[config.mk]
export PLATFORM = sky130hd
export DESIGN_NAME = dmem_port_arbiter_flat
export DESIGN_NICKNAME = d
export VERILOG_FILES = /design/src/rtl/dmem_port_arbiter_if.sv /design/src/rtl/dmem_port_arbiter.sv /design/src/flat_wrapper.sv
export SDC_FILE = /design/constraint.sdc
export NUM_CORES = 1
export LEC_CHECK = 0
export ABC_AREA = 1
export BUFFER_PORTS_ARGS = -buffer_cell sky130_fd_sc_hd__buf_4
export CAP_MARGIN = 10
export CORE_AREA = 2 2 167 169
export CTS_CLUSTER_DIAMETER = 50
export CTS_CLUSTER_SIZE = 16
export DETAILED_ROUTE_END_ITERATION = 8
export DIE_AREA = 0 0 169 171
export PLACE_DENSITY = 0.6
export SYNTH_ARGS = -nofsm -noshare
export SYNTH_HDL_FRONTEND = slang
export SYNTH_SLANG_ARGS = --single-unit
[constraint.sdc]
create_clock -name Clock -period 3.7 [get_ports Clock]
set_input_delay 0.555 -clock Clock [delete_from_list [all_inputs] [get_ports Clock]]
set_output_delay 0.555 -clock Clock [all_outputs]
set_load 0.005 [all_outputs]
[src/rtl/dmem_port_arbiter_if.sv]
// Data-memory port bundle: CPU side, DMA side and the DMEM macro side.
// The slave modport belongs to the arbiter, master to the environment.
interface dmem_port_arbiter_if #(
  parameter int ADDR_W = 8,
  parameter int DATA_W = 64
);
  logic              Cpu_En;
  logic              Cpu_WrEn;
  logic [ADDR_W-1:0] Cpu_Addr;
  logic [DATA_W-1:0] Cpu_Wr_Data;
  logic [DATA_W-1:0] Cpu_Rd_Data;
  logic              Cpu_Stall;

  logic              Dma_Req;
  logic              Dma_WrEn;
  logic [ADDR_W-1:0] Dma_Addr;
  logic [DATA_W-1:0] Dma_Wr_Data;
  logic              Dma_Gnt;
  logic [DATA_W-1:0] Dma_Rd_Data;
  logic              Dma_Rd_Valid;
  logic [15:0]       Force_Cnt;

  logic              Mem_En;
  logic              Mem_WrEn;
  logic [ADDR_W-1:0] Mem_Addr;
  logic [DATA_W-1:0] Mem_Wr_Data;
  logic [DATA_W-1:0] Mem_Rd_Data;

  modport slave (
    input  Cpu_En, Cpu_WrEn, Cpu_Addr, Cpu_Wr_Data,
    output Cpu_Rd_Data, Cpu_Stall,
    input  Dma_Req, Dma_WrEn, Dma_Addr, Dma_Wr_Data,
    output Dma_Gnt, Dma_Rd_Data, Dma_Rd_Valid, Force_Cnt,
    output Mem_En, Mem_WrEn, Mem_Addr, Mem_Wr_Data,
    input  Mem_Rd_Data
  );

  modport master (
    output Cpu_En, Cpu_WrEn, Cpu_Addr, Cpu_Wr_Data,
    input  Cpu_Rd_Data, Cpu_Stall,
    output Dma_Req, Dma_WrEn, Dma_Addr, Dma_Wr_Data,
    input  Dma_Gnt, Dma_Rd_Data, Dma_Rd_Valid, Force_Cnt,
    input  Mem_En, Mem_WrEn, Mem_Addr, Mem_Wr_Data,
    output Mem_Rd_Data
  );
endinterface

[src/rtl/dmem_port_arbiter.sv]
// CPU-priority arbiter for the shared DMEM port with a DMA starvation
// guard; read data is steered back to whichever side issued the read.
module dmem_port_arbiter #(
  parameter int ADDR_W       = 8,
  parameter int DATA_W       = 64,
  parameter int STARVE_LIMIT = 4
) (
  input  logic                 Clock,
  input  logic                 Reset,
  dmem_port_arbiter_if.slave   bus
);

  typedef enum logic [1:0] {
    OWN_NONE,
    OWN_CPU,
    OWN_DMA
  } owner_e;

  localparam logic [3:0] LIMIT = 4'(STARVE_LIMIT);

  logic [3:0]        r_starve_cnt;
  owner_e            r_rd_owner;
  logic [DATA_W-1:0] r_cpu_hold;
  logic [DATA_W-1:0] r_dma_rd_data;
  logic              r_dma_rd_valid;
  logic [15:0]       r_force_cnt;

  logic w_force;
  logic w_cpu_sel;
  logic w_dma_sel;

  always_comb begin
    w_force   = bus.Dma_Req && (r_starve_cnt == LIMIT);
    w_cpu_sel = !Reset && bus.Cpu_En && !w_force;
    w_dma_sel = !Reset && bus.Dma_Req &&
                (!bus.Cpu_En || w_force);
  end

  always_comb begin
    bus.Mem_En      = w_cpu_sel || w_dma_sel;
    bus.Mem_WrEn    = 1'b0;
    bus.Mem_Addr    = bus.Cpu_Addr;
    bus.Mem_Wr_Data = bus.Cpu_Wr_Data;
    if (w_dma_sel) begin
      bus.Mem_WrEn    = bus.Dma_WrEn;
      bus.Mem_Addr    = bus.Dma_Addr;
      bus.Mem_Wr_Data = bus.Dma_Wr_Data;
    end else if (w_cpu_sel) begin
      bus.Mem_WrEn    = bus.Cpu_WrEn;
    end
  end

  always_comb begin
    bus.Dma_Gnt   = w_dma_sel;
    bus.Cpu_Stall = !Reset && bus.Cpu_En && w_force;
    bus.Cpu_Rd_Data = (r_rd_owner == OWN_CPU) ?
                      bus.Mem_Rd_Data : r_cpu_hold;
  end

  assign bus.Dma_Rd_Data  = r_dma_rd_data;
  assign bus.Dma_Rd_Valid = r_dma_rd_valid;
  assign bus.Force_Cnt    = r_force_cnt;

  always_ff @(posedge Clock) begin
    if (Reset) begin
      r_starve_cnt   <= '0;
      r_rd_owner     <= OWN_NONE;
      r_cpu_hold     <= '0;
      r_dma_rd_data  <= '0;
      r_dma_rd_valid <= 1'b0;
      r_force_cnt    <= '0;
    end else begin
      if (!bus.Dma_Req || w_dma_sel)
        r_starve_cnt <= '0;
      else if (r_starve_cnt != LIMIT)
        r_starve_cnt <= r_starve_cnt + 4'd1;

      if (w_force && bus.Cpu_En && r_force_cnt != 16'hFFFF)
        r_force_cnt <= r_force_cnt + 16'd1;

      unique case (1'b1)
        w_cpu_sel && !bus.Cpu_WrEn: r_rd_owner <= OWN_CPU;
        w_dma_sel && !bus.Dma_WrEn: r_rd_owner <= OWN_DMA;
        default:                    r_rd_owner <= OWN_NONE;
      endcase

      if (r_rd_owner == OWN_CPU)
        r_cpu_hold <= bus.Mem_Rd_Data;

      // DMA data is registered here, hence the 2-cycle DMA read latency
      r_dma_rd_valid <= (r_rd_owner == OWN_DMA);
      if (r_rd_owner == OWN_DMA)
        r_dma_rd_data <= bus.Mem_Rd_Data;
    end
  end

endmodule

[src/flat_wrapper.sv]
// flat-port wrapper written by rule: the top's interface ports become plain ports
module dmem_port_arbiter_flat 
#(
  parameter int ADDR_W       = 8,
  parameter int DATA_W       = 64,
  parameter int STARVE_LIMIT = 4
)
  (Clock, Reset, bus_Cpu_En, bus_Cpu_WrEn, bus_Cpu_Addr, bus_Cpu_Wr_Data, bus_Cpu_Rd_Data, bus_Cpu_Stall, bus_Dma_Req, bus_Dma_WrEn, bus_Dma_Addr, bus_Dma_Wr_Data, bus_Dma_Gnt, bus_Dma_Rd_Data, bus_Dma_Rd_Valid, bus_Force_Cnt, bus_Mem_En, bus_Mem_WrEn, bus_Mem_Addr, bus_Mem_Wr_Data, bus_Mem_Rd_Data);
  dmem_port_arbiter_if #(.ADDR_W(ADDR_W), .DATA_W(DATA_W)) bus_i ();
  input  logic Clock;
  input  logic Reset;
  input wire logic [$bits(bus_i.Cpu_En)-1:0] bus_Cpu_En;
  input wire logic [$bits(bus_i.Cpu_WrEn)-1:0] bus_Cpu_WrEn;
  input wire logic [$bits(bus_i.Cpu_Addr)-1:0] bus_Cpu_Addr;
  input wire logic [$bits(bus_i.Cpu_Wr_Data)-1:0] bus_Cpu_Wr_Data;
  output wire logic [$bits(bus_i.Cpu_Rd_Data)-1:0] bus_Cpu_Rd_Data;
  output wire logic [$bits(bus_i.Cpu_Stall)-1:0] bus_Cpu_Stall;
  input wire logic [$bits(bus_i.Dma_Req)-1:0] bus_Dma_Req;
  input wire logic [$bits(bus_i.Dma_WrEn)-1:0] bus_Dma_WrEn;
  input wire logic [$bits(bus_i.Dma_Addr)-1:0] bus_Dma_Addr;
  input wire logic [$bits(bus_i.Dma_Wr_Data)-1:0] bus_Dma_Wr_Data;
  output wire logic [$bits(bus_i.Dma_Gnt)-1:0] bus_Dma_Gnt;
  output wire logic [$bits(bus_i.Dma_Rd_Data)-1:0] bus_Dma_Rd_Data;
  output wire logic [$bits(bus_i.Dma_Rd_Valid)-1:0] bus_Dma_Rd_Valid;
  output wire logic [$bits(bus_i.Force_Cnt)-1:0] bus_Force_Cnt;
  output wire logic [$bits(bus_i.Mem_En)-1:0] bus_Mem_En;
  output wire logic [$bits(bus_i.Mem_WrEn)-1:0] bus_Mem_WrEn;
  output wire logic [$bits(bus_i.Mem_Addr)-1:0] bus_Mem_Addr;
  output wire logic [$bits(bus_i.Mem_Wr_Data)-1:0] bus_Mem_Wr_Data;
  input wire logic [$bits(bus_i.Mem_Rd_Data)-1:0] bus_Mem_Rd_Data;
  assign bus_i.Cpu_En = bus_Cpu_En;
  assign bus_i.Cpu_WrEn = bus_Cpu_WrEn;
  assign bus_i.Cpu_Addr = bus_Cpu_Addr;
  assign bus_i.Cpu_Wr_Data = bus_Cpu_Wr_Data;
  assign bus_Cpu_Rd_Data = bus_i.Cpu_Rd_Data;
  assign bus_Cpu_Stall = bus_i.Cpu_Stall;
  assign bus_i.Dma_Req = bus_Dma_Req;
  assign bus_i.Dma_WrEn = bus_Dma_WrEn;
  assign bus_i.Dma_Addr = bus_Dma_Addr;
  assign bus_i.Dma_Wr_Data = bus_Dma_Wr_Data;
  assign bus_Dma_Gnt = bus_i.Dma_Gnt;
  assign bus_Dma_Rd_Data = bus_i.Dma_Rd_Data;
  assign bus_Dma_Rd_Valid = bus_i.Dma_Rd_Valid;
  assign bus_Force_Cnt = bus_i.Force_Cnt;
  assign bus_Mem_En = bus_i.Mem_En;
  assign bus_Mem_WrEn = bus_i.Mem_WrEn;
  assign bus_Mem_Addr = bus_i.Mem_Addr;
  assign bus_Mem_Wr_Data = bus_i.Mem_Wr_Data;
  assign bus_i.Mem_Rd_Data = bus_Mem_Rd_Data;
  dmem_port_arbiter #(.ADDR_W(ADDR_W), .DATA_W(DATA_W), .STARVE_LIMIT(STARVE_LIMIT)) u_core (.Clock(Clock), .Reset(Reset), .bus(bus_i));
endmodule
==> Yosys cells after proc, flatten, opt, wreduce, memory -nomap -nowiden <==
Cells that the tools add are included.
{ "totals": {"output_inout_bits": 221, "register_bits": 151} }
{ "op_classes": {"n_eq_ne": 5, "mux": 6, "n_addsub": 2, "reduce_logical": 20} }
{ "op_table": {"columns": ["operator", "count"], "rows": [
  ["64-bit 2-to-1 mux", 2],
  ["16-bit by 1-bit adder with 16-bit output (second input constant)", 1],
  ["16-bit inequality test (second input constant)", 1],
  ["1-bit logical AND", 10],
  ["8-bit 2-to-1 mux", 1],
  ["1-bit zero test", 6],
  ["4-bit by 1-bit adder with 4-bit output (second input constant)", 1],
  ["4-bit by 3-bit == test with 1-bit output (second input constant)", 1],
  ["4-bit by 3-bit inequality test with 1-bit output (second input constant)", 1],
  ["2-bit case mux with 2 select lines", 1],
  ["1-bit logical OR", 3],
  ["2-bit by 1-bit == test with 1-bit output (second input constant)", 1],
  ["2-bit == test (second input constant)", 1],
  ["1-bit 2-to-1 mux", 2],
  ["2-bit OR reduction", 1]
]} }

==> Depth between registers and ports, before layout <==
Gate-level depths: netlist of run 1.
{ "logic_depth": {"word_depth": 6, "depth_mapped": 11} }

==> Worst setup path before layout of run 1 <==
Ideal clock, no wire load.
{ "synth_path": {"path_type": "register to output", "start": "register u_core.r_starve_cnt[0]", "end": "output bus_Mem_Wr_Data[14]", "required_time_ns": 3.145, "setup_slack_ns": 1.765, "path_buffers": 2, "path_stages_with_launch": 12, "t_arrival_ns": 1.380, "path_cell_list": "dfxtp_1 inv_1 ha_1 nand2_1 nor2_4 nand2_1 nand2_1 nand3_2 buf_4 buf_6 nand2_1 nand2_1"} }
{ "synth_between": {"elab_chain_len": 5} }
{ "synth_lines": {"columns": ["item", "line", "text"], "rows": [
  ["start: declaration", "dmem_port_arbiter.sv:21", "logic [3:0] r_starve_cnt;"],
  ["start signal: assignment", "dmem_port_arbiter.sv:76", "r_starve_cnt <= r_starve_cnt + 4'd1;"],
  ["4-bit by 3-bit == test with 1-bit output", "dmem_port_arbiter.sv:33", "w_force = bus.Dma_Req && (r_starve_cnt == LIMIT);"],
  ["1-bit logical AND", "dmem_port_arbiter.sv:33", null],
  ["1-bit logical OR", "dmem_port_arbiter.sv:36", "(!bus.Cpu_En || w_force);"],
  ["1-bit logical AND", "dmem_port_arbiter.sv:35", "w_dma_sel = !Reset && bus.Dma_Req &&"],
  ["64-bit 2-to-1 mux", "dmem_port_arbiter.sv:44", "if (w_dma_sel) begin"],
  ["end: declaration", "flat_wrapper.sv:29", "output wire logic [$bits(bus_i.Mem_Wr_Data)-1:0] bus_Mem_Wr_Data;"]
]} }
No other way between the ends.

==> Worst setup path in the final report of run 1 <==
{ "layout_path": {"start": "register u_core.r_starve_cnt[0]", "end": "output bus_Mem_Wr_Data[63]"} }
The elaborated chain is that of the path after synthesis.

==> flow_metrics.py, run 1 <==
metrics = {
    "hold_path": {
        "min_to": "u_core.r_rd_owner[0]",
        "whs_path_depth": 2,
        "holdCritPathClass": "in2reg",
        "hp-start": "bus_Cpu_WrEn",
    },
    "clock_tree": {
        "clock-sinks": 151,
        "htreeDepth": 4,
        "cts-resized-gates": 0,
        "cts_buffer_depth": 2,
        "cts_tree": "built",
        "clock-root-buffer": "clkbuf_16",
        "cts_hold_buf": 0,
        "cts_setup_buffers": 0,
        "clock_latency_ns": 0.42,
        "path_clk_slew_ns": 0.06,
        "numCtsBuffers": 17,
    },
    "sta": {
        "setup_tns_ns": 0,
        "clock.fmax_mhz": 317,
        "setup_viol_count_final": 0,
        "finalCritPeriodShare": 0.854,
        "worst_pin_slew_ns": 0.858,
        "hold_viol": 0,
        "fin_crit_ns": 3.16,
        "final.setup_skew_ns": 0.0124,
        "grt_setup_unrepaired": "no",
        "slew_headroom": 0.428,
        "slew_violations": 0,
    },
    "yosys": {
        "yosys.area_share.simple": 0.330,
        "yosys.cell_types.count": 21,
        "synth.area.mux_share": 0,
        "synth_top_area_share": 0.433,
        "synth_top_cell_by_area": "dfxtp_1",
        "synth-compound-area-share": 0.105,
        "synth_seq_cells": 151,
        "yosys_warnings": 0,
        "ys_seq_area_frac": 0.433,
        "yosys.area_share.adder": 0.00538,
        "synthXorXnorAreaFrac": 0.00251,
        "synth_nets": 1329,
        "synth_top_family_by_area": "simple AND/OR/NAND/NOR gates",
        "avgSynthCellArea_um2": 6.28,
        "synth_cells": 1112,
        "netlist_area_um2": 6980,
        "synth_area_leaders": "dfxtp_1 43%, nand2_1 18%, nor2_1 13%, o21ai_0 9.3%, inv_1 7.9%",
    },
    "route": {
        "wl_mm": 30.9,
        "antenna_left": 0,
        "dr_total_vias": 8125,
        "drc": 0,
        "drt_iter0_drc": 413,
        "wire_per_inst_um": 16.5,
        "via_per_inst": 4.34,
        "firstDrtPassIters": 5,
    },
    "die": {
        "initial_core_util": 0.256,
        "ios": 435,
        "row_count": 61,
        "core-area_um2": 27300,
        "dieArea_um2": 28900,
        "fp.dieH_um": 171,
        "die_width_um": 169,
    },
    "critical_path": {
        "worst-r2r-cell-count": 9,
        "worstSetupStartpointType": "register",
        "rrSetupSlack_ns": 1.74,
        "crit_start": "u_core.r_starve_cnt[0]",
        "reg2reg_from": "u_core.r_starve_cnt[0]",
        "cpMostUsedCell": "nand2_1",
        "path_max_fanout": 75,
        "worst-setup-path-type": "reg2out",
        "cp-end-kind": "output pin",
        "slowest_stage": "buf_4",
        "path_cells": "inv_1 -> ha_1 -> nand2_1 -> nor2_4 -> nand2_1 -> nand2_1 -> nand3_2 -> buf_4 -> nand2_1 -> nand2_1 -> buf_4",
        "worstPathRequired_ns": 3.14,
        "arrival_ns": 2.60,
        "r2r_end": "u_core.r_rd_owner[1]",
        "max_stage_delay_ns": 0.58,
    },
    "cells_and_area": {
        "instances_no_fill": 1871,
        "drive_gt1_frac": 0.316,
        "seq_area_um2": 3020,
        "fillers": 2902,
        "nets": 1729,
        "finish.utilization": 0.404,
        "final_cell_mix": "440 x buf_4, 336 x nand2_1, 238 x nor2_1",
        "syn2layout_area_growth_pct": 58.3,
        "multiInputGateArea_um2": 3110,
        "mostFrequentLayoutCell": "buf_4",
        "diodes": 0,
    },
    "placed_design": {
        "routabilityCongestion": 0.935,
        "port_buffers": 434,
        "placed_cells": 1839,
        "dp.final_hpwl_mm": 23.7,
    },
    "flow_run": {
        "maxCapViolCount": 0,
    },
    "pwr": {
        "p_leak_nw": 6.29,
        "peakVddDrop_mv": 0.245,
        "p_per_area_nw_per_um2": 380,
    },
    "global_routing": {
        "gr-usage-all-layers": 0.202,
        "grt_pass1_vias": 7521,
        "antenna_found_initial": 1,
        "grt_pass1_wl_mm": 44.2,
        "overflow": 0,
        "grt_max_degree": 80,
    },
    "outcome": {
        "status": "finished clean",
    },
}
synth_stat cells:
library cell,n
nand2_1,337
nor2_1,239
dfxtp_1,151
inv_1,147
o21ai_0,130
clkbuf_1,43
nand3_1,15
a21oi_1,12
buf_4,9
buf_6,5
a31oi_1,4
nand4_1,4
buf_2,3
ha_1,3
inv_2,2
nand3_2,2
xnor2_1,2
buf_1,1
nand3b_1,1
nor2_4,1
nor3_1,1
area by class of cell:
| class | instances | share of cell area |
|---|---|---|
| Clock buffer | 17 | 0.0385 |
| Clock inverter | 15 | 0.0140 |
| Inverter | 149 | 0.0506 |
| Multi-Input combinational cell | 751 | 0.282 |
| Sequential cell | 151 | 0.274 |
| Tap cell | 346 | 0.0392 |
| Timing Repair Buffer | 442 | 0.303 |
worst max-delay path, delay by kind of cell (launching register included):
| family | cells | cell delay [ns] |
|---|---|---|
| adder cells (fa/ha/maj) | 1 | 0.19 |
| buffers and inverters | 3 | 0.77 |
| flip-flops | 1 | 0.35 |
| AND/OR/NAND/NOR | 7 | 0.86 |
power breakdown:
| part | total, mW | switching (mW) | internal [mW] |
|---|---|---|---|
| Sequential | 1.71 | 0.0212 | 1.69 |
| Combinational | 0.759 | 0.366 | 0.393 |
| Clock | 1.73 | 0.777 | 0.955 |
worst max path at each step:
stage,depth (start not counted),end
after floorplan,11,bus_Mem_Wr_Data[14]
after global routing,11,bus_Mem_Wr_Data[22]
after global placement,11,bus_Mem_Wr_Data[44]
final,11,bus_Mem_Wr_Data[63]
after CTS,11,bus_Mem_Wr_Data[2]
after detailed placement,11,bus_Mem_Wr_Data[2]
metrics by stage:
step	area [um^2]	power, mW	hold WS (ns)	setup WS (ns)
global route	11100	4.39	0.342	0.393
floorplan	6980	2.00	0.473	1.77
CTS	11100	4.27	0.343	0.578
finish	11100	4.20	0.360	0.541
global placement	10500	2.51	0.492	1.02
detailed placement	10500	2.51	0.497	1.04
state kept, by name, summed over array words and instances, names as in the netlist:
register and count:
u_core.bus.Dma_Rd_Data 64, u_core.r_cpu_hold 64, u_core.bus.Force_Cnt 16, u_core.r_starve_cnt 4, u_core.r_rd_owner 2, u_core.bus.Dma_Rd_Valid 1
cells by family (layout without fill, tap and decap cells):
logic type,count (synthesis),after routing
DFF,151,151
buffers and inverters,210,623
xor gates and xnor gates,2,2
adders and majority gates,3,3
and+or+nand+nor,600,600
AOI/OAI and AO/OA,146,146
routing by layer:
layer | vias up | wire length, um | GRT usage
met5 | - | 13 | 0
met2 | 299 | 15400 | 0.361
li1 | 4130 | - | -
met1 | 3658 | 12000 | 0.227
met4 | 2 | 870 | 0.0732
met3 | 36 | 2580 | 0.0634
(Power assumes the default switching activity.)
==> run 2, diff against run 1 <==
==> config.mk (replaced) <==
export PLATFORM = sky130hd
export DESIGN_NAME = dmem_port_arbiter_flat
export DESIGN_NICKNAME = d
export VERILOG_FILES = /design/src/rtl/dmem_port_arbiter_if.sv /design/src/rtl/dmem_port_arbiter.sv /design/src/flat_wrapper.sv
export SDC_FILE = /design/constraint.sdc
export NUM_CORES = 1
export LEC_CHECK = 0
export CAP_MARGIN = 10
export CORE_AREA = 2 2 168 170
export CTS_CLUSTER_DIAMETER = 50
export CTS_CLUSTER_SIZE = 16
export DETAILED_ROUTE_END_ITERATION = 8
export DIE_AREA = 0 0 170 172
export DONT_BUFFER_PORTS = 1
export PLACE_DENSITY = 0.45
export SYNTH_ARGS = -nofsm -noshare
export SYNTH_HDL_FRONTEND = slang
export SYNTH_SLANG_ARGS = --single-unit
==> flow_metrics.py, run 2 <==
metrics = {
    "yosys": {
        "synth_area_leaders": "dfxtp_1 45%, mux2_2 24%, nand2_1 7.9%, and2_1 6.4%, a21oi_1 5.7%",
        "synth_top_area_share": 0.450,
        "synth_flop_cell": "dfxtp_1",
        "synth_cells": 710,
        "synth_seq_cells": 151,
        "ys_top_cells_by_count": "151 x dfxtp_1, 141 x mux2_2, 141 x nand2_1",
        "ys_seq_area_frac": 0.450,
        "yosys.cell_types.count": 35,
        "synth_top_cell_by_area": "dfxtp_1",
        "yosysMostFrequentCell": "dfxtp_1",
        "ys_async_sr_fraction": 0,
        "synth_nets": 927,
        "synth_edf_count": 0,
        "avgSynthCellArea_um2": 9.47,
        "netlist_area_um2": 6720,
        "yosys_warnings": 0,
    },
    "sta": {
        "hold_viol": 0,
        "grt_setup_unrepaired": "no",
        "final.setup_skew_ns": 0.0135,
        "worst_pin_slew_ns": 0.957,
        "setup_viol_count_final": 0,
        "clock.fmax_mhz": 330,
        "fin_crit_ns": 3.03,
        "slew_violations": 0,
        "slew_headroom": 0.362,
        "finalCritPeriodShare": 0.820,
        "setup_tns_ns": 0,
    },
    "clock_tree": {
        "cts_setup_buffers": 0,
        "clock-root-buffer": "clkbuf_16",
        "htreeDepth": 4,
        "cts_tree": "built",
        "cts_hold_buf": 0,
        "cts-resized-gates": 0,
        "clock-sinks": 151,
        "clock_latency_ns": 0.42,
        "numCtsBuffers": 17,
        "path_clk_slew_ns": 0.07,
        "cts_buffer_depth": 2,
    },
    "critical_path": {
        "cp-end-kind": "output pin",
        "worst-setup-path-type": "reg2out",
        "path_cells": "inv_1 -> ha_1 -> nand3b_1 -> nand2_1 -> and2_4 -> mux2_2",
        "slowest_stage": "and2_4",
        "max_stage_delay_ns": 0.74,
        "worstSetupStartpointType": "register",
        "worstPathRequired_ns": 3.14,
        "path_buf_inv": 1,
        "arrival_ns": 2.48,
        "path_max_fanout": 74,
        "critical-path-top-delay-family": "simple AND/OR/NAND/NOR gates",
    },
    "route": {
        "met3_length_mm": 2.43,
        "wire_per_inst_um": 22.0,
        "firstDrtPassIters": 4,
        "drt_iter0_drc": 306,
        "dr_total_vias": 5034,
        "via_per_inst": 4.74,
        "wl_met2_mm": 10.3,
        "met1_length_mm": 10.1,
        "top_layer": "met5",
        "antenna_left": 0,
        "drc": 0,
        "wl_mm": 23.3,
    },
    "die": {
        "initial_core_util": 0.245,
        "ios": 435,
        "row_count": 61,
        "fp.dieH_um": 172,
        "core-area_um2": 27500,
        "die_width_um": 170,
        "dieArea_um2": 29200,
    },
    "placed_design": {
        "port_buffers": 0,
        "routabilityCongestion": 0.765,
        "dp.final_hpwl_mm": 17.5,
    },
    "cells_and_area": {
        "drive_gt1_frac": 0.268,
        "seq_area_um2": 3020,
        "final_cell_mix": "151 x dfxtp_1, 141 x nand2_1, 141 x mux2_2",
        "multiInputGateArea_um2": 3480,
        "syn2layout_area_growth_pct": 14.0,
        "fillers": 2937,
        "nets": 905,
        "mostFrequentLayoutCell": "dfxtp_1",
    },
    "global_routing": {
        "grt_pass1_vias": 4553,
        "grt_max_degree": 91,
        "gr-usage-all-layers": 0.148,
        "grt_pass1_wl_mm": 31.3,
        "antenna_found_initial": 15,
        "overflow": 0,
    },
    "pwr": {
        "p_leak_nw": 2.73,
        "p_per_area_nw_per_um2": 496,
        "p_total_mw": 3.80,
        "peakVddDrop_mv": 0.240,
    },
    "hold_path": {
        "holdCritPathClass": "in2reg",
    },
    "flow_run": {
        "maxCapViolCount": 0,
    },
    "outcome": {
        "status": "finished clean",
    },
}
==> run 2: changes by cell type in the layout (fill, tap and decap cells not counted), moves of 6 or more <==
cell     change
a21oi_1     +64
and2_1      +68
buf_4      -433
diode_2     +14
inv_1      -141
mux2_2     +141
nand2_1    -195
nand3_1      -9
nor2_1     -224
nor2b_1      +6
o21ai_0    -126
o31ai_1      +6
or4_1        +6
==> run 2: power by group <==
group / leakage, nW / internal [mW] / switching, mW
registers: 1.22 / 1.66 / 0.0189
clock network: 0.298 / 1.12 / 0.757
logic: 1.21 / 0.118 / 0.126
total: 2.73 / 2.90 / 0.902
==> run 2: routing by layer <==
| metal | up-vias | global-route usage |
|---|---|---|
| li1 | 2398 | - |
| met5 | - | 0 |
| met4 | 2 | 0.0550 |
| met1 | 2348 | 0.194 |
| met3 | 22 | 0.0554 |
| met2 | 264 | 0.220 |
==> run 2: path summary, 6_finish.rpt <==
kind	endpoint	slack (ns)	startpoint	depth (start not counted)
min	u_core.r_rd_owner[1]	0.20	bus_Dma_WrEn	1
min reg2reg	u_core.r_starve_cnt[0]	0.46	u_core.r_starve_cnt[0]	1
max	bus_Mem_Wr_Data[58]	0.67	u_core.r_starve_cnt[0]	6
max reg2reg	u_core.bus.Force_Cnt[13]	1.55	u_core.r_starve_cnt[0]	6
==> run 2: stage by stage <==
step / util / worst slack [ns] / std cells / hold slack [ns] / instance area, um^2
detailed placement: 0.255 / 1.09 / 1015 / 0.452 / 7010
floorplan: - / 1.43 / 710 / 0.430 / 6720
global placement: 0.255 / 1.18 / 1015 / 0.455 / 7010
global route: 0.278 / 0.466 / 1051 / 0.164 / 7640
CTS: 0.278 / 0.658 / 1047 / 0.169 / 7630
finish: 0.279 / 0.667 / 1061 / 0.196 / 7670
==> run 2: cell type report <==
cell class / instances / share of cell area
Multi-Input combinational cell: 505 / 0.454
Sequential cell: 151 / 0.394
Clock buffer: 21 / 0.0601
Tap cell: 346 / 0.0565
Clock inverter: 11 / 0.0209
Timing Repair Buffer: 7 / 0.00685
Antenna cell: 14 / 0.00457
Inverter: 6 / 0.00294
==> run 2: logic make-up after synthesis <==
kind of cell	after synthesis	share of synthesized area
xor gates and xnor gates	1	0.00130
muxes	141	0.236
DFF	151	0.450
AOI/OAI and AO/OA	89	0.0702
adders and majority gates	3	0.00558
and+or+nand+nor	271	0.201
buffers and inverters	54	0.0357
==> run 2: worst reg2reg max path, delay by kind of cell (launching register included) <==
family | cells | cell delay [ns]
adder cells (fa/ha/maj) | 1 | 0.17
multiplexers | 1 | 0.37
AND/OR/NAND/NOR | 3 | 1.11
buffers and inverters | 1 | 0.06
flip-flops | 1 | 0.33
==> run 3, diff against run 2 <==
--- a/config.mk
+++ b/config.mk
@@ -5,12 +5,13 @@
 export SDC_FILE = /design/constraint.sdc
 export NUM_CORES = 1
 export LEC_CHECK = 0
+export ABC_AREA = 1
 export CAP_MARGIN = 10
-export CORE_AREA = 2 2 168 170
+export CORE_AREA = 2 2 171 173
 export CTS_CLUSTER_DIAMETER = 50
 export CTS_CLUSTER_SIZE = 16
 export DETAILED_ROUTE_END_ITERATION = 8
-export DIE_AREA = 0 0 170 172
+export DIE_AREA = 0 0 173 175
 export DONT_BUFFER_PORTS = 1
 export PLACE_DENSITY = 0.45
 export SYNTH_ARGS = -nofsm -noshare
==> constraint.sdc (replaced) <==
create_clock -name Clock -period 2.94 [get_ports Clock]
set_input_delay 0.441 -clock Clock [delete_from_list [all_inputs] [get_ports Clock]]
set_output_delay 0.441 -clock Clock [all_outputs]
set_load 0.005 [all_outputs]
==> flow_metrics.py, run 3 (synthesis gave the netlist of run 1 again) <==
metrics = {
    "outcome": {
        "status": "finished clean",
    },
    "die": {
        "core-area_um2": 28400,
        "initial_core_util": 0.246,
        "row_count": 62,
        "ios": 435,
        "die_width_um": 173,
        "dieArea_um2": 30300,
        "fp.dieH_um": 175,
    },
    "sta": {
        "finalCritPeriodShare": 0.926,
        "setup_viol_count_final": 0,
        "slew_headroom": 0.412,
        "hold_viol": 0,
        "worst_pin_slew_ns": 0.882,
        "final.setup_skew_ns": 0.00937,
        "clock.fmax_mhz": 367,
        "slew_violations": 0,
        "setup_tns_ns": 0,
        "grt_setup_unrepaired": "no",
        "fin_crit_ns": 2.72,
    },
    "pwr": {
        "power.internal_mw": 3.49,
        "switching_share": 0.262,
        "p_comb_frac": 0.090,
        "p_total_mw": 4.73,
        "peakVddDrop_mv": 0.303,
        "p_clk_frac": 0.454,
        "p_per_area_nw_per_um2": 598,
        "switching_power_mw": 1.24,
        "power.share.sequential": 0.456,
        "p_leak_nw": 4.16,
    },
    "route": {
        "drc": 0,
        "via_per_inst": 4.46,
        "antenna_left": 0,
        "wl_mm": 27.8,
        "drt_iter0_drc": 404,
        "dr_total_vias": 6631,
        "firstDrtPassIters": 5,
        "wire_per_inst_um": 18.7,
    },
    "cells_and_area": {
        "mostFrequentLayoutCell": "nand2_1",
        "final_cell_mix": "336 x nand2_1, 238 x nor2_1, 151 x dfxtp_1",
        "nets": 1305,
        "syn2layout_area_growth_pct": 13.3,
        "seq_area_um2": 3020,
        "instances_no_fill": 1488,
        "multiInputGateArea_um2": 3110,
        "drive_gt1_frac": 0.0491,
        "fillers": 3266,
    },
    "critical_path": {
        "arrival_ns": 2.28,
        "slowest_stage": "dfxtp_1",
        "path_max_fanout": 64,
        "worstPathRequired_ns": 2.50,
        "path_cells": "inv_1 -> ha_1 -> nand2_1 -> nor2_4 -> nand2_1 -> nand2_1 -> nand3_2 -> inv_2 -> buf_12 -> nand2_1 -> nand2_1",
        "max_stage_delay_ns": 0.33,
        "cp-end-kind": "output pin",
        "cpMostUsedCell": "nand2_1",
        "crit_start": "u_core.r_starve_cnt[0]",
        "worst-setup-path-type": "reg2out",
        "worstSetupStartpointType": "register",
        "critical-path-top-delay-family": "simple AND/OR/NAND/NOR gates",
        "path_buf_inv": 3,
        "reg2reg_from": "u_core.bus.Force_Cnt[0]",
    },
    "placed_design": {
        "port_buffers": 0,
        "dp.final_hpwl_mm": 21.3,
        "placed_cells": 1453,
        "routabilityCongestion": 0.867,
    },
    "clock_tree": {
        "cts_tree": "built",
        "clock_latency_ns": 0.43,
        "cts_buffer_depth": 2,
        "htreeDepth": 4,
        "path_clk_slew_ns": 0.06,
        "clock-sinks": 151,
        "clock-root-buffer": "clkbuf_16",
        "cts_hold_buf": 0,
        "numCtsBuffers": 17,
    },
    "global_routing": {
        "overflow": 0,
        "gr-usage-all-layers": 0.179,
        "grt_max_degree": 79,
        "grt_pass1_wl_mm": 40.2,
        "antenna_found_initial": 5,
        "grt_pass1_vias": 6149,
    },
    "flow_run": {
        "maxCapViolCount": 0,
    },
    "hold_path": {
        "hp-start": "bus_Cpu_WrEn",
        "holdCritPathClass": "in2reg",
    },
}
==> run 3: changes by cell type in the layout (fill, tap and decap cells not counted), sizes merged, moves of 7 or more <==
cell   previous run  this run
nor2             14       240
nand2           141       337
mux2            141         0
inv              11       150
o21ai             4       130
and2             69         0
a21oi            76        12
buf               7        18
diode            14         4
nand3             7        17
nor2b             7         0
==> run 3: layout make-up <==
| cell class | instances | share of cell area |
|---|---|---|
| diodes | 4 | 0.00127 |
| clock buffers | 20 | 0.0552 |
| clock inverters | 11 | 0.0160 |
| inverters | 149 | 0.0707 |
| multi-input cells | 751 | 0.393 |
| flip-flops and latches | 151 | 0.382 |
| well taps | 384 | 0.0607 |
| repair buffers | 18 | 0.0207 |
==> run 3: final timing paths <==
kind,endpoint,slack [ns],depth (start not counted)
worst min-delay path,u_core.r_rd_owner[0],0.08,1
worst max-delay path,bus_Mem_Addr[4],0.22,11
worst max register to register,u_core.bus.Force_Cnt[14],1.06,8
worst min register to register,u_core.r_starve_cnt[3],0.52,2
==> run 3: power groups by stage <==
stage | clock, mW | combinational, mW | sequential (mW)
after global placement | 0 | 0.425 | 2.20
after floorplan | 0 | 0.322 | 2.19
after global routing | 2.31 | 0.483 | 2.16
final | 2.15 | 0.424 | 2.16
after detailed placement | 0 | 0.429 | 2.20
after CTS | 2.23 | 0.431 | 2.16
==> run 3: through the flow <==
step,area (um^2),hold slack [ns],setup WS (ns),utilization
floorplan,6980,0.473,1.12,-
CTS,7900,0.0449,0.0294,0.278
global placement,7330,0.495,0.545,0.258
detailed placement,7330,0.511,0.523,0.258
finish,7910,0.0795,0.217,0.279
global route,7910,0.0502,0.0630,0.279
==> run 3: routing by layer <==
layer / track usage / vias up / share of wire / wire, um
li1: - / 3294 / - / -
met1: 0.198 / 2944 / 0.38 / 10600
met2: 0.290 / 351 / 0.47 / 13100
met3: 0.0814 / 40 / 0.11 / 2960
met4: 0.0883 / 2 / 0.040 / 1100
met5: 0 / - / 0.00047 / 13
==> run 3: what timing repair did <==
| action | in CTS | in global routing |
|---|---|---|
| buffers inserted | 0 | 0 |
| resized for setup | 0 | 1 |
| setup endpoints to repair | 0 | 25 |
==> run 3: worst reg2reg max path: stages, from the launching register on <==
cell and delay [ns]:
dfxtp_1 0.47, ha_1 0.25, nand3_1 0.14, inv_1 0.13, nand2_1 0.11, nor2_1 0.21, nand2_1 0.21, a21oi_1 0.20
nor2_1 0.06
